**src/rtl/dvi_pkg.sv**
```systemverilog
// Shared types and helpers for the DVI timing controller: FSM states, encoder
// ctrl constants, raster total helper and the test-pattern bar colours.
package dvi_pkg;

    typedef enum logic [1:0] {
        IDLE,
        SEEK,
        RUN
    } dvi_state_e;

    localparam logic [1:0] CTRL_IDLE = 2'b00;

    function automatic int unsigned dvi_total(
        input int unsigned a,
        input int unsigned b,
        input int unsigned c,
        input int unsigned d
    );
        return a + b + c + d;
    endfunction

    // Bars left to right: white, yellow, cyan, green, magenta, red, blue, black.
    function automatic logic [23:0] dvi_tpg_colour(input logic [2:0] bar);
        logic [23:0] c;
        case (bar)
            3'd0:    c = 24'hFFFFFF;
            3'd1:    c = 24'hFFFF00;
            3'd2:    c = 24'h00FFFF;
            3'd3:    c = 24'h00FF00;
            3'd4:    c = 24'hFF00FF;
            3'd5:    c = 24'hFF0000;
            3'd6:    c = 24'h0000FF;
            default: c = 24'h000000;
        endcase
        return c;
    endfunction

endpackage

```
**src/rtl/dvi_raster_counter.sv**
```systemverilog
// Horizontal/vertical raster counters with active/sync/origin flags and the
// frame-end stop request. Optional bar index output under DVI_TPG_EN.
module dvi_raster_counter
    import dvi_pkg::*;
#(
    parameter int unsigned H_ACTIVE = 640,
    parameter int unsigned H_FP     = 16,
    parameter int unsigned H_SYNC   = 96,
    parameter int unsigned H_BP     = 48,
    parameter int unsigned V_ACTIVE = 480,
    parameter int unsigned V_FP     = 10,
    parameter int unsigned V_SYNC   = 2,
    parameter int unsigned V_BP     = 33
) (
    input  logic       i_clk,
    input  logic       i_rst,
    input  logic       i_run,
    input  logic       i_en,
`ifdef DVI_TPG_EN
    output logic [2:0] o_bar,
`endif
    output logic       o_active,
    output logic       o_hsync,
    output logic       o_vsync,
    output logic       o_origin,
    output logic       o_eol,
    output logic       o_stop
);

    localparam int unsigned H_TOTAL = dvi_total(H_ACTIVE, H_FP, H_SYNC, H_BP);
    localparam int unsigned V_TOTAL = dvi_total(V_ACTIVE, V_FP, V_SYNC, V_BP);
    localparam int unsigned HW      = $clog2(H_TOTAL);
    localparam int unsigned VW      = $clog2(V_TOTAL);

    logic [HW-1:0] h_cnt_q, h_cnt_d;
    logic [VW-1:0] v_cnt_q, v_cnt_d;
    logic          h_last, v_last;

    always_comb begin
        h_last  = (32'(h_cnt_q) == H_TOTAL - 1);
        v_last  = (32'(v_cnt_q) == V_TOTAL - 1);
        h_cnt_d = h_cnt_q;
        v_cnt_d = v_cnt_q;
        if (!i_run) begin
            h_cnt_d = '0;
            v_cnt_d = '0;
        end else if (h_last) begin
            h_cnt_d = '0;
            v_cnt_d = v_last ? '0 : v_cnt_q + VW'(1);
        end else begin
            h_cnt_d = h_cnt_q + HW'(1);
        end
    end

    always_ff @(posedge i_clk) begin
        if (i_rst) begin
            h_cnt_q <= '0;
            v_cnt_q <= '0;
        end else begin
            h_cnt_q <= h_cnt_d;
            v_cnt_q <= v_cnt_d;
        end
    end

    // Comparisons are done at 32 bits so a zero back porch cannot wrap the bound.
    assign o_active = (32'(h_cnt_q) < H_ACTIVE) && (32'(v_cnt_q) < V_ACTIVE);
    assign o_hsync  = (32'(h_cnt_q) >= H_ACTIVE + H_FP) &&
                      (32'(h_cnt_q) <  H_ACTIVE + H_FP + H_SYNC);
    assign o_vsync  = (32'(v_cnt_q) >= V_ACTIVE + V_FP) &&
                      (32'(v_cnt_q) <  V_ACTIVE + V_FP + V_SYNC);
    assign o_origin = (h_cnt_q == '0) && (v_cnt_q == '0);
    assign o_eol    = (32'(h_cnt_q) == H_ACTIVE - 1);
    assign o_stop   = h_last && v_last && !i_en;

`ifdef DVI_TPG_EN
    assign o_bar = 3'((32'(h_cnt_q) * 32'd8) / H_ACTIVE);
`endif

endmodule

```
**src/rtl/dvi_video_timing_ctrl.sv**
```systemverilog
// DVI raster timing and pixel sequencing for the three TMDS encoders.
// Optional colour-bar test pattern when DVI_TPG_EN is defined.
module dvi_video_timing_ctrl
    import dvi_pkg::*;
#(
    parameter int unsigned H_ACTIVE = 640,
    parameter int unsigned H_FP     = 16,
    parameter int unsigned H_SYNC   = 96,
    parameter int unsigned H_BP     = 48,
    parameter int unsigned V_ACTIVE = 480,
    parameter int unsigned V_FP     = 10,
    parameter int unsigned V_SYNC   = 2,
    parameter int unsigned V_BP     = 33,
    parameter logic        H_POL    = 1'b0,
    parameter logic        V_POL    = 1'b0
) (
    input  logic        i_clk,
    input  logic        i_rst,
    input  logic        i_en,
`ifdef DVI_TPG_EN
    input  logic        i_tpg,
`endif
    input  logic [23:0] s_tdata,
    input  logic        s_tvalid,
    input  logic        s_tuser,
    input  logic        s_tlast,
    output logic        s_tready,
    output logic [7:0]  o_data_r,
    output logic [7:0]  o_data_g,
    output logic [7:0]  o_data_b,
    output logic [1:0]  o_ctrl_b,
    output logic [1:0]  o_ctrl_g,
    output logic [1:0]  o_ctrl_r,
    output logic        o_de,
    output logic        o_hsync,
    output logic        o_vsync,
    output logic        o_frame_start,
    output logic        o_underflow,
    output logic        o_sync_err
);

    dvi_state_e  state_q, state_d;
    logic [23:0] data_q, data_d;
    logic        de_q, de_d;
    logic        hsync_q, hsync_d;
    logic        vsync_q, vsync_d;
    logic        fs_q, fs_d;
    logic        uf_q, uf_d;
    logic        se_q, se_d;
    logic        ready;
    logic        running, tpg_now;
    logic        active, hsync, vsync, origin, eol, stop;
`ifdef DVI_TPG_EN
    logic        tpg_q, tpg_d;
    logic [2:0]  bar;
`endif

    assign running = (state_q != IDLE);

    dvi_raster_counter #(
        .H_ACTIVE (H_ACTIVE),
        .H_FP     (H_FP),
        .H_SYNC   (H_SYNC),
        .H_BP     (H_BP),
        .V_ACTIVE (V_ACTIVE),
        .V_FP     (V_FP),
        .V_SYNC   (V_SYNC),
        .V_BP     (V_BP)
    ) u_raster (
        .i_clk    (i_clk),
        .i_rst    (i_rst),
        .i_run    (running),
        .i_en     (i_en),
`ifdef DVI_TPG_EN
        .o_bar    (bar),
`endif
        .o_active (active),
        .o_hsync  (hsync),
        .o_vsync  (vsync),
        .o_origin (origin),
        .o_eol    (eol),
        .o_stop   (stop)
    );

    always_comb begin
        state_d = state_q;
        data_d  = '0;
        de_d    = 1'b0;
        hsync_d = ~H_POL;
        vsync_d = ~V_POL;
        fs_d    = 1'b0;
        uf_d    = 1'b0;
        se_d    = 1'b0;
        ready   = 1'b0;
`ifdef DVI_TPG_EN
        tpg_d   = tpg_q;
        if (running && origin) tpg_d = i_tpg;
        tpg_now = (running && origin) ? i_tpg : tpg_q;
`else
        tpg_now = 1'b0;
`endif

        if (running) begin
            de_d    = active;
            hsync_d = hsync ? H_POL : ~H_POL;
            vsync_d = vsync ? V_POL : ~V_POL;
        end

        if (running && tpg_now) begin
`ifdef DVI_TPG_EN
            if (active) data_d = dvi_tpg_colour(bar);
`endif
            fs_d = origin;
        end else begin
            case (state_q)
                IDLE: begin
                    if (i_en) state_d = SEEK;
                end
                // Non-SOF beats are drained; an SOF beat waits for the raster origin.
                SEEK: begin
                    ready = !s_tuser || origin;
                    if (origin && s_tvalid && s_tuser) begin
                        data_d  = s_tdata;
                        fs_d    = 1'b1;
                        state_d = RUN;
                    end
                end
                RUN: begin
                    ready = active;
                    if (active) begin
                        if (!s_tvalid) begin
                            uf_d    = 1'b1;
                            state_d = SEEK;
                        end else begin
                            data_d = s_tdata;
                            fs_d   = origin;
                            if ((s_tuser && !origin) || (s_tlast != eol)) begin
                                se_d    = 1'b1;
                                state_d = SEEK;
                            end
                        end
                    end
                end
                default: state_d = IDLE;
            endcase
        end

        if (running && stop) state_d = IDLE;
    end

    always_ff @(posedge i_clk) begin
        if (i_rst) begin
            state_q <= IDLE;
            data_q  <= '0;
            de_q    <= 1'b0;
            hsync_q <= ~H_POL;
            vsync_q <= ~V_POL;
            fs_q    <= 1'b0;
            uf_q    <= 1'b0;
            se_q    <= 1'b0;
`ifdef DVI_TPG_EN
            tpg_q   <= 1'b0;
`endif
        end else begin
            state_q <= state_d;
            data_q  <= data_d;
            de_q    <= de_d;
            hsync_q <= hsync_d;
            vsync_q <= vsync_d;
            fs_q    <= fs_d;
            uf_q    <= uf_d;
            se_q    <= se_d;
`ifdef DVI_TPG_EN
            tpg_q   <= tpg_d;
`endif
        end
    end

    assign s_tready      = ready;
    assign o_data_r      = data_q[23:16];
    assign o_data_g      = data_q[15:8];
    assign o_data_b      = data_q[7:0];
    assign o_ctrl_b      = {vsync_q, hsync_q};
    assign o_ctrl_g      = CTRL_IDLE;
    assign o_ctrl_r      = CTRL_IDLE;
    assign o_de          = de_q;
    assign o_hsync       = hsync_q;
    assign o_vsync       = vsync_q;
    assign o_frame_start = fs_q;
    assign o_underflow   = uf_q;
    assign o_sync_err    = se_q;

endmodule

```
**config.mk**
```make
export PLATFORM = sky130hd
export DESIGN_NAME = dvi_video_timing_ctrl
export DESIGN_NICKNAME = d
export VERILOG_FILES = /design/src/rtl/dvi_pkg.sv /design/src/rtl/dvi_raster_counter.sv /design/src/rtl/dvi_video_timing_ctrl.sv
export SDC_FILE = /design/constraint.sdc
export NUM_CORES = 1
export LEC_CHECK = 0
export CAP_MARGIN = 30
export CELL_PAD_IN_SITES_DETAIL_PLACEMENT = 0
export CELL_PAD_IN_SITES_GLOBAL_PLACEMENT = 1
export CORE_ASPECT_RATIO = 0.5
export CORE_UTILIZATION = 37
export CTS_CLUSTER_SIZE = 25
export DETAILED_ROUTE_END_ITERATION = 8
export PLACE_DENSITY_LB_ADDON = 0.1
export SLEW_MARGIN = 20
export SYNTH_ARGS = -nofsm -noshare
export SYNTH_HDL_FRONTEND = slang
export SYNTH_HIERARCHICAL = 1
export SYNTH_SLANG_ARGS = --single-unit
```
**constraint.sdc**
```tcl
create_clock -name i_clk -period 4.8 [get_ports i_clk]
set_clock_uncertainty 0.05 [all_clocks]
set_input_delay 1.44 -clock i_clk [delete_from_list [all_inputs] [get_ports i_clk]]
set_output_delay 1.44 -clock i_clk [all_outputs]
set_load 0.05 [all_outputs]
```
### After elaboration in Yosys (flattened, before gate mapping)

Index checks and enable logic that the tools add are counted.

* add/sub/neg operators: 2
* magnitude comparators: 6
* equality and inequality tests: 10
* multiplexer cells: 20
* bitwise gates (word level): 4
* reductions and logical operators: 25

Operators by type and width (number)
* $mux 24: 3
* $pmux 24 s2: 1
* $eq 10x10->1 const B: 3
* $add 10x1->10 const B: 2
* $logic_not 10->1: 2
* $lt 10x10->1 const B: 2
* $lt 10x9->1 const B: 2
* $ge 10x10->1 const B: 1
* $ge 10x9->1 const B: 1
* $logic_and 1x1->1: 10
* $mux 10: 1
* $mux 2: 5
* $mux 1: 7
* $ne 2x2->1 const B: 3
* $pmux 2 s3: 1
* $reduce_or 3->1: 2
* $not 1->1: 4
* $pmux 1 s2: 2
* $reduce_and 4->1: 1
* $reduce_or 2->1: 2
* $reduce_or 4->1: 1
* $logic_not 1->1: 3
* $ne 3x3->1 const B: 1
* $eq 2x1->1 const B: 1
* 5 further kinds: 6

* register bits: 52
* bits of input ports: 30
* output and inout bits: 37
* logic and storage cells: 77

### Longest topological paths before layout

Gate-level depths: netlist of run 1.

* depth after elaboration: 9
* mapped depth: 10
* depth with buffers taken out: 10

### By module

The synthesis of run 1 kept the hierarchy.

Modules (own cells, without submodules)
* dvi_video_timing_ctrl: instances 1, cells each 101, area an instance 1088.5 sq um
* dvi_raster_counter: instances 1, cells each 125, area an instance 1061.0 sq um

### Worst setup path before layout of run 1

No wires, ideal clock.

* path type: register -> output
* start: reg u_raster.v_cnt_q[0]
* end: out s_tready
* arrival time: 2.900 ns
* data required time: 3.310 ns
* path slack: 0.410 ns
* cell stages (with the launch flop): 10
* cells stage by stage: dfxtp_1 inv_1 ha_1 or4b_2 nor3_2 nand4_1 nor2_1 nand2b_1 nand2_1 a21boi_0

* word-level cells in the longest chain between the ends: 4

RTL lines
* from (decl): RTL line dvi_raster_counter.sv:36 `logic [VW-1:0] v_cnt_q, v_cnt_d;`
* from (signal assigned): RTL line dvi_raster_counter.sv:61 `v_cnt_q <= v_cnt_d;`
* $logic_not 10->1: RTL line dvi_raster_counter.sv:71 `assign o_origin = (h_cnt_q == '0) && (v_cnt_q == '0);`
* $logic_and 1x1->1: RTL line dvi_raster_counter.sv:71
* named net origin: RTL line dvi_video_timing_ctrl.sv:52 `logic active, hsync, vsync, origin, eol, stop;`
* $logic_or 1x1->1: RTL line dvi_video_timing_ctrl.sv:121 `ready = !s_tuser || origin;`
* $pmux 1 s2: RTL line dvi_video_timing_ctrl.sv:115 `case (state_q)`
* to (decl): RTL line dvi_video_timing_ctrl.sv:27 `output logic s_tready,`

The timed path passes the listed nets, and every way through them passes these cells.

### Worst setup path after layout of run 1

Same ends and word-level chain as after synthesis.

==> metrics, run 1 <==
Crit path largest cell delay=~590 ps; vias per cell=~4.7; antenna cells=0; asr flop ratio synth=0%; top cells by count, synth=dfxtp_1, nor2_1, and2_1; CTS H-tree depth=2; initial antenna violation count=0; Post-synth EDFFs=0; Slew Limit Fails=0; number of global-route vias before repair=~1600; Hold Crit Class=flop to flop; Core Rows=19; DRT antenna net count=0; slowest cell on the critical path=or4b_2; DP Wirelength=3260 um; Lkg Pwr=0.00113 uW; vias=between 1500 and 2000; CTS tree=built; Top Ports=67; Synth Cell Area=approximately 2100 um^2; Fin Setup TNS=0 ps; total core area=between 5000 and 6000 um^2; CP startpoint kind=flop; die width=approximately 110 um; Mean Syn Cell Area=9.51 um^2; DRC Markers=0; Final Worst Setup Slack=around 610 ps; die area=between 6000 and 7000 um^2; CP Buf/Inv Count=2; fin nets=about 320; CP Capture Type=output port; port bufs=between 60 and 70; largest net degree at the start of global routing=26; Setup Buffers After CTS=0; status=complete, no violations; Primary FF master, synth=dfxtp_1; Die Y=between 50 and 60 um; Power Density=about 360 nW/um^2; cell family with most CP delay=simple AND/OR/NAND/NOR gates; Detailed Route Iter0 Violations=67; Peak VDD IR=~250 uV; area growth from synthesis to layout=36.3%; Synth top area share=around half; first-pass GRT wire length=7490 um; CP max FO=5; layout cells sized above 1=~7%; Clock Tree Buf Depth=2; unrepaired setup endpoints after global routing=false; grt ovf=0; crit path DAT=about 2700 ps; clk sinks=52; Final period util=between 80 and 90%; DR WL/cell=12.4 um; Synth area leaders=dfxtp_1, and2_1, nor2_1, ha_1, xor2_1; Netlist cell types=40; Ys Warns=6; final WL=approximately 4500 um; Inserted Clock Buffers=5; crit path time final=4190 ps; Reg clk slew, reported paths=about 70 ps; largest area contributor in the netlist=dfxtp_1; Max Clk Rate=approximately 240 MHz; Post-Place Setup Slack=between 800 and 900 ps; worst skew pair latency=290 ps; max_slew headroom=48.6%; drt first pass iters=4; count leader, synth=dfxtp_1; Root Buffer=clkbuf_16; CP Cell Sequence=inv_1 > ha_1 > or4b_2 > nor3_2 > nand4_1 > nor2_1 > nand2b_1 > nand2_1 > a21boi_0 > buf_4; Hold-fix buffers, CTS=0; Final Hold Fails=0; Crit Path Class=flop to output port; Max Cap Violations=0; Mapped Cells=roughly 230; CTS resizes=0; Placer Congestion=slightly below 0.8; starting density of the core=approximately 39%; sequential area share after synthesis=between 40% and 50%; Required @ worst endpoint=3310 ps; Yosys reg bits=52; Total Routing Usage GR=roughly 16%; Worst-Margin Slew=about 770 ps; final setup vio count=0
-- cell usage in the layout, fill, tap and decap left out, types with 2 or more instances in the layout --
master           instances
nand3_1                 11
a21oi_1                  3
xor2_1                  10
dfxtp_1                 52
mux2i_1                  3
and4_1                   2
and2_1                  25
conb_1                   4
nor4_1                   2
o21ai_0                  4
nand2_1                 14
xnor2_1                  5
nand2b_1                 3
clkdlybuf4s50_1         61
and3_1                   4
clkbuf_16                5
or3_1                    2
nor2_1                  27
nand4_1                  5
ha_1                     7
a21oi_2                  2
nor3_1                   6
inv_1                   11
-- path summary, 6_finish.rpt --
| kind | cells past startpoint | slack [ps] | to | start |
|---|---|---|---|---|
| worst max-delay path | 10 | 610 | s_tready | u_raster/v_cnt_q[0] |
| worst min register to register | 1 | 420 | u_raster/h_cnt_q[0] | u_raster/h_cnt_q[0] |
| worst min-delay path | 1 | 420 | u_raster/h_cnt_q[0] | u_raster/h_cnt_q[0] |
| worst max register to register | 9 | 1830 | o_frame_start | u_raster/v_cnt_q[0] |
-- layer usage --
layer  up-vias  routed length, um  global-route usage, %
met5         -                  0                      0
met1       756               2240                   21.0
met3         5                435                   6.44
li1        857                  -                      -
met2        59               1760                   24.6
met4         0                 31                   3.43
-- per-stage QoR --
stage | total power [uW] | util [%] | hold slack [ps] | area, um^2 | instances
after floorplan | 641 | - | 387 | 2160 | 229
after global placement | 712 | 50.2 | 408 | 2780 | 352
after detailed placement | 714 | 50.2 | 418 | 2780 | 352
after CTS | 1080 | 52.9 | 434 | 2930 | 360
after global routing | 1120 | 52.9 | 481 | 2930 | 360
final | 1060 | 52.9 | 424 | 2930 | 360
-- cell families (layout without fill, tap and decap cells) --
group,after synthesis,count (layout),synth area share (%)
AOI/OAI and AO/OA,14,14,4.95
xor gates and xnor gates,15,15,6.11
muxes,3,3,1.40
DFF,52,52,48.4
adders and majority gates,7,7,4.07
other,1,4,0.174
and+or+nand+nor,111,111,28.9
buffers and inverters,23,81,6.00
-- power breakdown --
group | switching [uW] | internal, uW | leakage (uW) | total, uW
combinational | 150 | 90.5 | 0.000637 | 241
sequential | 10.1 | 452 | 0.000420 | 462
clock | 161 | 195 | 0.0000742 | 357
total | 322 | 738 | 0.00113 | 1060
-- state kept, by name (all words and copies together), names as in the netlist --
signal / flops
u_raster/h_cnt_q: 10
o_de: 1
o_hsync: 1
o_frame_start: 1
state_q: 2
o_sync_err: 1
u_raster/v_cnt_q: 10
o_vsync: 1
data_q: 24
o_underflow: 1
-- area by class of cell --
class	instances	area, um^2
clock buffers	5	125
fillers	515	2610
inverters	11	41.3
clock inverters	3	22.5
repair buffers	62	618
multi-input cells	154	991
well taps	73	91.3
flip-flops and latches	52	1040
(Power assumes the default switching activity.)
==> run 2: changes to the inputs <==
CORE_MARGIN = 2   (was unset)
==> metrics, run 2 (synthesis results as in run 1) <==
die width=112 um (+1.8%); final setup vio count=0 (unchanged); status=complete, no violations; crit path time final=4240 ps (+51.9 ps); Hold-fix buffers, CTS=0 (unchanged); Largest Register=data_q; DRT antenna net count=0 (unchanged); final WL=4720 um (+5.9%); die area=6470 um^2 (+5.5%); starting density of the core=38.8% (unchanged); initial antenna violation count=0 (unchanged); Top Registers=data_q (24), u_raster/h_cnt_q (10), u_raster/v_cnt_q (10); area growth from synthesis to layout=36.3% (unchanged); Lkg Pwr=0.00113 uW (unchanged); DR WL/cell=13.1 um (+5.9%); Final period util=88.3% (+1.1 points); Clock Tree Buf Depth=2 (unchanged); vias=1702 (+1.5%); worst skew pair latency=290 ps (about the same); drt first pass iters=5 (+1); fin nets=323 (unchanged); Final Hold Fails=0 (unchanged); Reg clk slew, reported paths=70 ps (about the same); DRC Markers=0 (unchanged); first-pass GRT wire length=7800 um (+4.2%); number of global-route vias before repair=1579 (+0.89%); Inserted Clock Buffers=5 (unchanged); antenna cells=0 (unchanged); crit path from=u_raster/v_cnt_q[0]; CP endpoint=s_tready; worst reg2reg setup slack=1810 ps (-20 ps); crit path DAT=2750 ps (+50 ps); total core area=5540 um^2 (unchanged); CTS H-tree depth=2 (unchanged); commonest non-fill, non-tap cell in the layout=clkdlybuf4s50_1; Worst-Margin Slew=762 ps (-6.74 ps); Core Rows=19 (unchanged); Top Ports=67 (unchanged); Placer Congestion=0.794 (+1.2%); CP startpoint kind=flop; layout cells sized above 1=6.97% (unchanged); Peak VDD IR=234 uV (-7.3%); CTS tree=built; storage element area=1040 um^2 (unchanged); Max Clk Rate=236 MHz (-1.2%); vias per cell=4.73 (+1.5%); Max Cap Violations=0 (unchanged); max FFs per register=24 (unchanged); unrepaired setup endpoints after global routing=false; port bufs=62 (unchanged); Hold Crit Class=flop to flop; clk sinks=52 (unchanged); Required @ worst endpoint=3310 ps (about the same); grt ovf=0 (unchanged); Reg2Reg Launch Point=u_raster/v_cnt_q[0]; PnR Total Power=1060 uW (about the same); commonest non-fill, non-tap cells in the layout=clkdlybuf4s50_1, dfxtp_1, nor2_1; Crit Path Class=flop to output port; Fill cells=546 (+6.0%); Setup Buffers After CTS=0 (unchanged); Worst R2R End=o_frame_start; Root Buffer=clkbuf_16; max_slew headroom=49.0% (+0.45 points); Multi-input gate area=991 um^2 (unchanged); Fin Setup TNS=0 ps (unchanged); CP Capture Type=output port; CP max FO=5 (unchanged); Die Y=57.9 um (+3.6%); R2R depth=9 (unchanged); DP Wirelength=3440 um (+5.7%); CTS resizes=0 (unchanged); hold_ws=427 ps (+2.83 ps); Detailed Route Iter0 Violations=80 (+19%); Slew Limit Fails=0 (unchanged); largest net degree at the start of global routing=26 (unchanged); Total Routing Usage GR=15.5% (-0.53 points); Power Density=362 nW/um^2 (about the same)
run 2: cell counts in the layout (fill, tap and decap cells not counted):
Identical to the previous run, type by type.
run 2: power breakdown:
group	switching [uW]	internal (uW)
sequential	10.6	452
clock	162	195
combinational	150	89.9
total	323	737
run 2: per-layer routing:
layer	GRT usage (%)	share of wire (%)
met2	22.8	40
met1	21.5	51
met4	4.23	1.1
met5	0	0
met3	5.86	7.8
run 2: worst min path at each step:
stage	startpoint	end	cells after the start
finish	u_raster/h_cnt_q[0]	u_raster/h_cnt_q[0]	1
global route	state_q[1]	state_q[1]	2
global placement	u_raster/h_cnt_q[0]	u_raster/h_cnt_q[0]	1
floorplan	u_raster/h_cnt_q[0]	u_raster/h_cnt_q[0]	1
CTS	u_raster/h_cnt_q[0]	u_raster/h_cnt_q[0]	1
detailed placement	u_raster/h_cnt_q[0]	u_raster/h_cnt_q[0]	1
run 2: layout make-up:
class / instances / area share, %
multi-input cells: 154 / 33.8
clock buffers: 5 / 4.27
clock inverters: 3 / 0.769
well taps: 73 / 3.12
repair buffers: 62 / 21.1
inverters: 11 / 1.41
flip-flops and latches: 52 / 35.5
run 2: through the flow:
| stage | std cells | cell area [um^2] | setup WS, ps | util [%] |
|---|---|---|---|---|
| detailed placement | 352 | 2780 | 828 | 50.2 |
| CTS | 360 | 2930 | 568 | 52.9 |
| global route | 360 | 2930 | 402 | 52.9 |
| global placement | 352 | 2780 | 867 | 50.2 |
| finish | 360 | 2930 | 560 | 52.9 |
| floorplan | 229 | 2160 | 410 | - |
run 2: critical path, cell delays in order, from the launching register on:
cell,delay (ps)
dfxtp_1,350
inv_1,70
ha_1,130
or4b_2,600
nor3_2,220
nand4_1,130
nor2_1,310
nand2b_1,190
nand2_1,50
a21boi_0,190
buf_4,230
